--- config.mk ---
export PLATFORM = sky130hd
export DESIGN_NAME = msg_header_sequencer_flat
export DESIGN_NICKNAME = d
export VERILOG_FILES = /design/src/rtl/msg_header_sequencer_pkg.sv /design/src/rtl/msg_header_sequencer_if.sv /design/src/rtl/msg_header_sequencer_seq_counter_bank.sv /design/src/rtl/msg_header_sequencer.sv /design/src/flat_wrapper.sv
export SDC_FILE = /design/constraint.sdc
export NUM_CORES = 1
export LEC_CHECK = 0
export CAP_MARGIN = 30
export CORE_MARGIN = 1
export CORE_UTILIZATION = 52
export DETAILED_ROUTE_END_ITERATION = 6
export PLACE_DENSITY = 0.72
export SYNTH_ARGS = -nofsm -noshare
export SYNTH_HDL_FRONTEND = slang
export SYNTH_SLANG_ARGS = --single-unit
--- constraint.sdc ---
create_clock -name clk_i -period 5.9 [get_ports clk_i]
set_input_delay 1.18 -clock clk_i [delete_from_list [all_inputs] [get_ports clk_i]]
set_output_delay 1.18 -clock clk_i [all_outputs]
set_load 0.05 [all_outputs]
--- src/rtl/msg_header_sequencer_pkg.sv ---
// msg_pkg: shared types and constants for the message header sequencer.
//   state_e          - sequencer FSM states
//   HEADER_BASE_LEN  - header length without checksum (bytes)
//   CHECKSUM_LEN     - length of the optional header checksum (bytes)
//   SYNC_WORD        - default sync word
//   chan_w()         - width of a channel index for a given channel count
package msg_pkg;

  typedef enum logic [1:0] {
    ST_IDLE = 2'd0,
    ST_LOAD = 2'd1,
    ST_SEND = 2'd2
  } state_e;

  localparam int HEADER_BASE_LEN = 8;
  localparam int CHECKSUM_LEN    = 2;
  localparam logic [15:0] SYNC_WORD = 16'h1234;

  function automatic int chan_w(input int n);
    return (n > 1) ? $clog2(n) : 1;
  endfunction

endpackage

--- src/rtl/msg_header_sequencer_if.sv ---
// msg_header_sequencer_if: request + byte-stream bundle of the header sequencer.
//   Request side : start, channel, data_byte_count
//   Stream side  : byte_valid, byte_ready, header_byte, last_byte
//   Status       : busy, msg_byte_count, seq_used, done, error
// Modports: master = requester/downstream (the user), slave = the sequencer.
interface msg_header_sequencer_if #(
  parameter int NumChannels = 4
);
  localparam int ChanW = msg_pkg::chan_w(NumChannels);

  logic             start;
  logic [ChanW-1:0] channel;
  logic [15:0]      data_byte_count;
  logic             byte_ready;

  logic             busy;
  logic             byte_valid;
  logic [7:0]       header_byte;
  logic             last_byte;
  logic [15:0]      msg_byte_count;
  logic [15:0]      seq_used;
  logic             done;
  logic             error;

  modport master (
    output start, channel, data_byte_count, byte_ready,
    input  busy, byte_valid, header_byte, last_byte,
           msg_byte_count, seq_used, done, error
  );

  modport slave (
    input  start, channel, data_byte_count, byte_ready,
    output busy, byte_valid, header_byte, last_byte,
           msg_byte_count, seq_used, done, error
  );

endinterface

--- src/rtl/msg_header_sequencer_seq_counter_bank.sv ---
// seq_counter_bank: one 16-bit wrapping sequence counter per channel.
//   clk_i, rst_i  - clock, synchronous active-high reset (clears all counters)
//   rd_chan_i     - channel whose counter appears on rd_count_o
//   inc_i         - increment strobe for channel inc_chan_i
//   inc_chan_i    - channel to increment
//   rd_count_o    - counter value of rd_chan_i (0 for an out-of-range channel)
module seq_counter_bank #(
  parameter int NumChannels = 4,
  parameter int ChanW       = 2
) (
  input  logic             clk_i,
  input  logic             rst_i,
  input  logic [ChanW-1:0] rd_chan_i,
  input  logic             inc_i,
  input  logic [ChanW-1:0] inc_chan_i,
  output logic [15:0]      rd_count_o
);

  logic [15:0] cnt_q [NumChannels];

  always_ff @(posedge clk_i) begin
    if (rst_i) begin
      for (int i = 0; i < NumChannels; i++) cnt_q[i] <= '0;
    end else if (inc_i) begin
      for (int i = 0; i < NumChannels; i++) begin
        if (int'(inc_chan_i) == i) cnt_q[i] <= cnt_q[i] + 16'd1;
      end
    end
  end

  always_comb begin
    rd_count_o = '0;
    for (int i = 0; i < NumChannels; i++) begin
      if (int'(rd_chan_i) == i) rd_count_o = cnt_q[i];
    end
  end

endmodule

--- src/rtl/msg_header_sequencer.sv ---
// msg_header_sequencer: emits an 8-byte (or 10-byte with checksum) message
// header as a valid/ready byte stream and keeps a sequence counter per channel.
//   clk_i  - system clock, rising edge
//   rst_i  - synchronous active-high reset
//   bus    - msg_header_sequencer_if.slave (request, byte stream, status)
// Byte order: sync, total count, ID, sequence, [checksum]; each 16-bit field
// is sent low byte first.
//
// state   | meaning
// --------+-------------------------------------------------------------
// IDLE    | waiting for Start; validates channel and byte count
// LOAD    | one cycle: latch count, ID, sequence number and checksum
// SEND    | stream header bytes, one per valid/ready handshake
module msg_header_sequencer
  import msg_pkg::*;
#(
  parameter int          NumChannels    = 4,
  parameter logic [15:0] SyncWord       = SYNC_WORD,
  parameter logic [15:0] IdBase         = 16'h0001,
  parameter bit          ChecksumEnable = 1'b0
) (
  input logic                   clk_i,
  input logic                   rst_i,
  msg_header_sequencer_if.slave bus
);

  localparam int          ChanW        = chan_w(NumChannels);
  localparam int          HeaderLenInt = HEADER_BASE_LEN + (ChecksumEnable ? CHECKSUM_LEN : 0);
  localparam logic [15:0] HeaderLen    = 16'(HeaderLenInt);
  localparam logic [15:0] MaxDataBytes = 16'hFFFF - HeaderLen;
  localparam logic [3:0]  LastIdx      = 4'(HeaderLenInt - 1);

  state_e           state_q, state_d;
  logic [ChanW-1:0] chan_q, chan_d;
  logic [15:0]      dbc_q, dbc_d;
  logic [3:0]       idx_q, idx_d;
  logic [15:0]      msg_cnt_q, msg_cnt_d;
  logic [15:0]      id_q, id_d;
  logic [15:0]      seq_q, seq_d;
  logic [15:0]      cks_q, cks_d;
  logic             done_q, done_d;
  logic             err_q, err_d;

  logic             req_ok;
  logic             handshake;
  logic             last;
  logic             inc;
  logic [15:0]      cnt_rd;
  logic [7:0]       hdr_byte;

  seq_counter_bank #(
    .NumChannels (NumChannels),
    .ChanW       (ChanW)
  ) u_counters (
    .clk_i      (clk_i),
    .rst_i      (rst_i),
    .rd_chan_i  (chan_q),
    .inc_i      (inc),
    .inc_chan_i (chan_q),
    .rd_count_o (cnt_rd)
  );

  // Reject requests that would overflow the 16-bit total byte count.
  assign req_ok    = (int'(bus.channel) < NumChannels) && (bus.data_byte_count <= MaxDataBytes);
  assign handshake = (state_q == ST_SEND) && bus.byte_ready;
  assign last      = (idx_q == LastIdx);

  always_ff @(posedge clk_i) begin
    if (rst_i) begin
      state_q   <= ST_IDLE;
      chan_q    <= '0;
      dbc_q     <= '0;
      idx_q     <= '0;
      msg_cnt_q <= '0;
      id_q      <= '0;
      seq_q     <= '0;
      cks_q     <= '0;
      done_q    <= 1'b0;
      err_q     <= 1'b0;
    end else begin
      state_q   <= state_d;
      chan_q    <= chan_d;
      dbc_q     <= dbc_d;
      idx_q     <= idx_d;
      msg_cnt_q <= msg_cnt_d;
      id_q      <= id_d;
      seq_q     <= seq_d;
      cks_q     <= cks_d;
      done_q    <= done_d;
      err_q     <= err_d;
    end
  end

  always_comb begin
    state_d   = state_q;
    chan_d    = chan_q;
    dbc_d     = dbc_q;
    idx_d     = idx_q;
    msg_cnt_d = msg_cnt_q;
    id_d      = id_q;
    seq_d     = seq_q;
    cks_d     = cks_q;
    done_d    = 1'b0;
    err_d     = 1'b0;
    inc       = 1'b0;

    unique case (state_q)
      ST_IDLE: begin
        if (bus.start) begin
          if (req_ok) begin
            chan_d  = bus.channel;
            dbc_d   = bus.data_byte_count;
            state_d = ST_LOAD;
          end else begin
            err_d = 1'b1;
          end
        end
      end

      ST_LOAD: begin
        msg_cnt_d = HeaderLen + dbc_q;
        id_d      = IdBase + 16'(chan_q);
        seq_d     = cnt_rd;
        cks_d     = SyncWord + msg_cnt_d + id_d + seq_d;
        idx_d     = '0;
        state_d   = ST_SEND;
      end

      ST_SEND: begin
        if (handshake) begin
          if (last) begin
            inc     = 1'b1;
            done_d  = 1'b1;
            state_d = ST_IDLE;
          end else begin
            idx_d = idx_q + 4'd1;
          end
        end
      end

      default: state_d = ST_IDLE;
    endcase
  end

  always_comb begin
    hdr_byte = 8'h00;
    case (idx_q)
      4'd0:    hdr_byte = SyncWord[7:0];
      4'd1:    hdr_byte = SyncWord[15:8];
      4'd2:    hdr_byte = msg_cnt_q[7:0];
      4'd3:    hdr_byte = msg_cnt_q[15:8];
      4'd4:    hdr_byte = id_q[7:0];
      4'd5:    hdr_byte = id_q[15:8];
      4'd6:    hdr_byte = seq_q[7:0];
      4'd7:    hdr_byte = seq_q[15:8];
      4'd8:    hdr_byte = cks_q[7:0];
      4'd9:    hdr_byte = cks_q[15:8];
      default: hdr_byte = 8'h00;
    endcase
  end

  assign bus.busy           = (state_q != ST_IDLE);
  assign bus.byte_valid     = (state_q == ST_SEND);
  assign bus.last_byte      = (state_q == ST_SEND) && last;
  assign bus.header_byte    = (state_q == ST_SEND) ? hdr_byte : 8'h00;
  assign bus.msg_byte_count = msg_cnt_q;
  assign bus.seq_used       = seq_q;
  assign bus.done           = done_q;
  assign bus.error          = err_q;

endmodule

--- src/flat_wrapper.sv ---
// flat-port wrapper written by rule: the top's interface ports become plain ports
module msg_header_sequencer_flat import msg_pkg::*;
#(
  parameter int          NumChannels    = 4,
  parameter logic [15:0] SyncWord       = SYNC_WORD,
  parameter logic [15:0] IdBase         = 16'h0001,
  parameter bit          ChecksumEnable = 1'b0
)
  (clk_i, rst_i, bus_start, bus_channel, bus_data_byte_count, bus_byte_ready, bus_busy, bus_byte_valid, bus_header_byte, bus_last_byte, bus_msg_byte_count, bus_seq_used, bus_done, bus_error);
  msg_header_sequencer_if #(.NumChannels(NumChannels)) bus_i ();
  input logic clk_i;
  input logic rst_i;
  input wire logic [$bits(bus_i.start)-1:0] bus_start;
  input wire logic [$bits(bus_i.channel)-1:0] bus_channel;
  input wire logic [$bits(bus_i.data_byte_count)-1:0] bus_data_byte_count;
  input wire logic [$bits(bus_i.byte_ready)-1:0] bus_byte_ready;
  output wire logic [$bits(bus_i.busy)-1:0] bus_busy;
  output wire logic [$bits(bus_i.byte_valid)-1:0] bus_byte_valid;
  output wire logic [$bits(bus_i.header_byte)-1:0] bus_header_byte;
  output wire logic [$bits(bus_i.last_byte)-1:0] bus_last_byte;
  output wire logic [$bits(bus_i.msg_byte_count)-1:0] bus_msg_byte_count;
  output wire logic [$bits(bus_i.seq_used)-1:0] bus_seq_used;
  output wire logic [$bits(bus_i.done)-1:0] bus_done;
  output wire logic [$bits(bus_i.error)-1:0] bus_error;
  assign bus_i.start = bus_start;
  assign bus_i.channel = bus_channel;
  assign bus_i.data_byte_count = bus_data_byte_count;
  assign bus_i.byte_ready = bus_byte_ready;
  assign bus_busy = bus_i.busy;
  assign bus_byte_valid = bus_i.byte_valid;
  assign bus_header_byte = bus_i.header_byte;
  assign bus_last_byte = bus_i.last_byte;
  assign bus_msg_byte_count = bus_i.msg_byte_count;
  assign bus_seq_used = bus_i.seq_used;
  assign bus_done = bus_i.done;
  assign bus_error = bus_i.error;
  msg_header_sequencer #(.NumChannels(NumChannels), .SyncWord(SyncWord), .IdBase(IdBase), .ChecksumEnable(ChecksumEnable)) u_core (.clk_i(clk_i), .rst_i(rst_i), .bus(bus_i));
endmodule
==> flow_summary.toml <==
[logic_synthesis]
synth-edff-count = 64
synth_area_leaders = "edfxtp_1 (23%), dfxtp_1 (18%), ha_1 (7.8%), nor2_1 (7.4%), xor2_1 (4.8%)"
synthesis.area_sq_um = 8390
yosysSeqAreaShare_pct = 41.3
synth_nets = 1032
yosysWarnings = 0
yosysTopAreaCellShare_pct = 22.9
synth.largest_area_cell = "edfxtp_1"
async_flop_share_pct = 0
synth-seq-cells = 141
ys_types = 62
syn_area_per_cell_sq_um = 8.80
synthFlopType = "dfxtp_1"
synth_cells = 954

[sta]
max_slew_margin_pct = 30.7
setup_ws_ns = 1.03
fmax_ghz = 0.205
period_share_pct = 82.5
setup_viol = 0
worstMarginPinSlew_ns = 1.04
finClkSkew_ns = 0.0120
whs_ns = 0.463
fin_crit_ns = 4.87
hold_viol_final = 0
slew_violations = 0
rsz0062_at_grt = "no"
tns_ns = 0

[clock_network]
cts-root-buf = "clkbuf_16"
cts_hold_buf = 0
clk_latency_ns = 0.44
tritoncts = "yes"
post_cts_resized = 0
cts_buffers = 17
postCtsSetupBuffers = 0
cts_max_level = 4
clock_path_buffers = 2
path_clk_slew_ns = 0.07
cts_sinks = 141

[critical_path]
critPathTopFamily = "adder cells"
path_max_fanout = 35
r2r-start = "u_core.chan_q[0]$_SDFFE_PP0P_"
path_common_cell = "fa_1"
worstPathRequired_ns = 6.21
r2r_setup_slack_ns = 1.03
end_kind = "flip-flop"
path_cells = "ha_1 > nor2_1 > a21oi_1 > o21ai_0 > mux2i_1 > fa_1 > inv_1 > fa_1 > ha_1 > fa_1 > a21o_1 > a21oi_1 > o21ai_1 > a2111oi_0 > nor3_1 > nand3b_1"
arrival_ns = 5.18
startpoint_type = "flip-flop"
cp_slowest_stage_delay_ns = 0.86
crit_start = "u_core.chan_q[0]$_SDFFE_PP0P_"
cp_num_buf_inv = 1
worst_path_max_delay_cell = "ha_1"
crit_type = "flip-flop to flip-flop"

[global_route]
grt_pass1_vias = 6251
antenna_found_initial = 0
overflow = 0
grtUsageTotal_pct = 27.2
grt_pass1_wl_mm = 34.0
grt_max_degree = 66

[placed_design]
portBuffers = 66
gp_congestion = 0.893
pre_cts_slack_ns = 1.13
dp.cells = 1190
placed_cell_area_sq_um = 9170
hpwlAfterDp_mm = 15.7

[pwr]
power.total_mw = 2.85
peakVddDrop_mv = 0.230
p_leak_nw = 3.70
powerDensity_nw_per_um2 = 291

[detailed_routing]
vias_per_cell = 5.68
drtIter0Drc = 572
dr.pass1.iters = 5
wl_per_cell_um = 17.8
vias = 6936
routed_wl_mm = 21.7
drc = 0
ant_nets = 0

[layout]
drive_above_1_share_pct = 5.57
area_delta_synth_final_pct = 16.8
finalNetCount = 1071
final_util_pct = 61.9
final_cells = 1222
design_area_sq_um = 9800
regArea_sq_um = 3460
fillers = 1386
multi_input_area_sq_um = 4610
num_antenna_cells = 0

[die]
rows = 46
num_io_pins = 67
core_area_sq_um = 15800
start_util_pct = 53.0
die_h_um = 129
die_area_sq_um = 16700
fp.dieW_um = 129

[min_path]
worstHoldPathType = "flip-flop to flip-flop"
min-delay-start = "u_core.cks_q[6]$_SDFFE_PP0N_"

[outcome]
status = "finished clean"

[flow_run]
cap_violations = 0
-- cell type report --
class | instances | area share (%)
Sequential cell | 141 | 35.3
Clock buffer | 17 | 4.34
Clock inverter | 15 | 2.12
Tap cell | 216 | 2.76
Inverter | 34 | 1.30
Multi-Input combinational cell | 728 | 47.1
Timing Repair Buffer | 71 | 7.07
-- cells by family (layout without fill, tap and decap cells) --
logic type               Yosys count  after routing  share of synthesized area [%]
AND/OR/NAND/NOR                  399            399                           21.6
AO/OA/AOI/OAI                    168            168                           12.8
flip-flops                       141            141                           41.3
buffers and inverters             85            137                           3.88
XOR/XNOR                          76             76                           8.19
adder cells (fa/ha/maj)           56             56                           8.71
multiplexers                      29             29                           3.53
-- final timing paths --
check | endpoint | cells after the start
hold reg to reg | u_core.cks_q[6]$_SDFFE_PP0N_ | 2
setup reg to reg | u_core.cks_q[14]$_SDFFE_PP0N_ | 16
setup / recovery | u_core.cks_q[14]$_SDFFE_PP0N_ | 16
hold / removal | u_core.cks_q[6]$_SDFFE_PP0N_ | 2
-- placed cells by master, fill, tap and decap left out, types with 6 or more instances in the layout --
cell type,n
a211oi_1,33
a21o_1,13
a21oi_1,60
a22oi_1,9
and3_1,12
clkbuf_16,17
clkdlybuf4s50_1,65
dfxtp_1,77
edfxtp_1,64
ha_1,52
inv_1,31
inv_6,6
mux2i_1,24
nand2_1,103
nand3_1,33
nand3b_1,11
nand4_1,12
nor2_1,164
nor3_1,27
o21ai_0,18
xnor2_1,28
xor2_1,46
-- metal layers --
layer / GRT usage (%) / vias to the layer above / wire length (um)
li1: - / 3433 / -
met1: 40.8 / 3272 / 10600
met2: 39.7 / 209 / 9520
met3: 4.05 / 22 / 1200
met4: 9.90 / 0 / 378
met5: 0 / - / 0
-- worst reg2reg max path: stages (launching register included) --
cell	delay, ns
dfxtp_1	0.46
ha_1	0.86
nor2_1	0.11
a21oi_1	0.15
o21ai_0	0.09
mux2i_1	0.31
fa_1	0.23
inv_1	0.05
fa_1	0.45
ha_1	0.25
fa_1	0.41
a21o_1	0.17
a21oi_1	0.26
o21ai_1	0.14
a2111oi_0	0.53
nor3_1	0.12
nand3b_1	0.17
-- registers in the layout (all words and copies together) (netlist names), 2 cells and up --
name,flops
u_core.bus.seq_used,16
u_core.state_q,2
u_core.bus.msg_byte_count,16
u_core.id_q,3
u_core.cks_q,16
u_core.u_counters.cnt_q,64
u_core.chan_q,2
u_core.dbc_q,16
u_core.idx_q,4
-- power breakdown --
| part | switching [mW] | internal, mW | total [mW] | leakage, nW |
|---|---|---|---|---|
| Sequential | 0.0618 | 1.07 | 1.14 | 1.29 |
| Clock | 0.444 | 0.714 | 1.16 | 0.306 |
| Combinational | 0.338 | 0.220 | 0.558 | 2.11 |
| Total | 0.844 | 2.01 | 2.85 | 3.70 |
-- Yosys cell counts (5+ instances only) --
library cell / count
nor2_1: 165
nand2_1: 103
dfxtp_1: 77
edfxtp_1: 64
a21oi_1: 60
ha_1: 52
xor2_1: 46
clkbuf_1: 45
a211oi_1: 33
nand3_1: 33
inv_1: 31
xnor2_1: 28
nor3_1: 27
mux2i_1: 24
o21ai_0: 18
a21o_1: 13
and3_1: 12
nand4_1: 12
nand3b_1: 11
a22oi_1: 9
a221oi_1: 5
and2_1: 5
mux2_2: 5
or3_1: 5
Note: power is estimated with default switching activity, not from simulation.
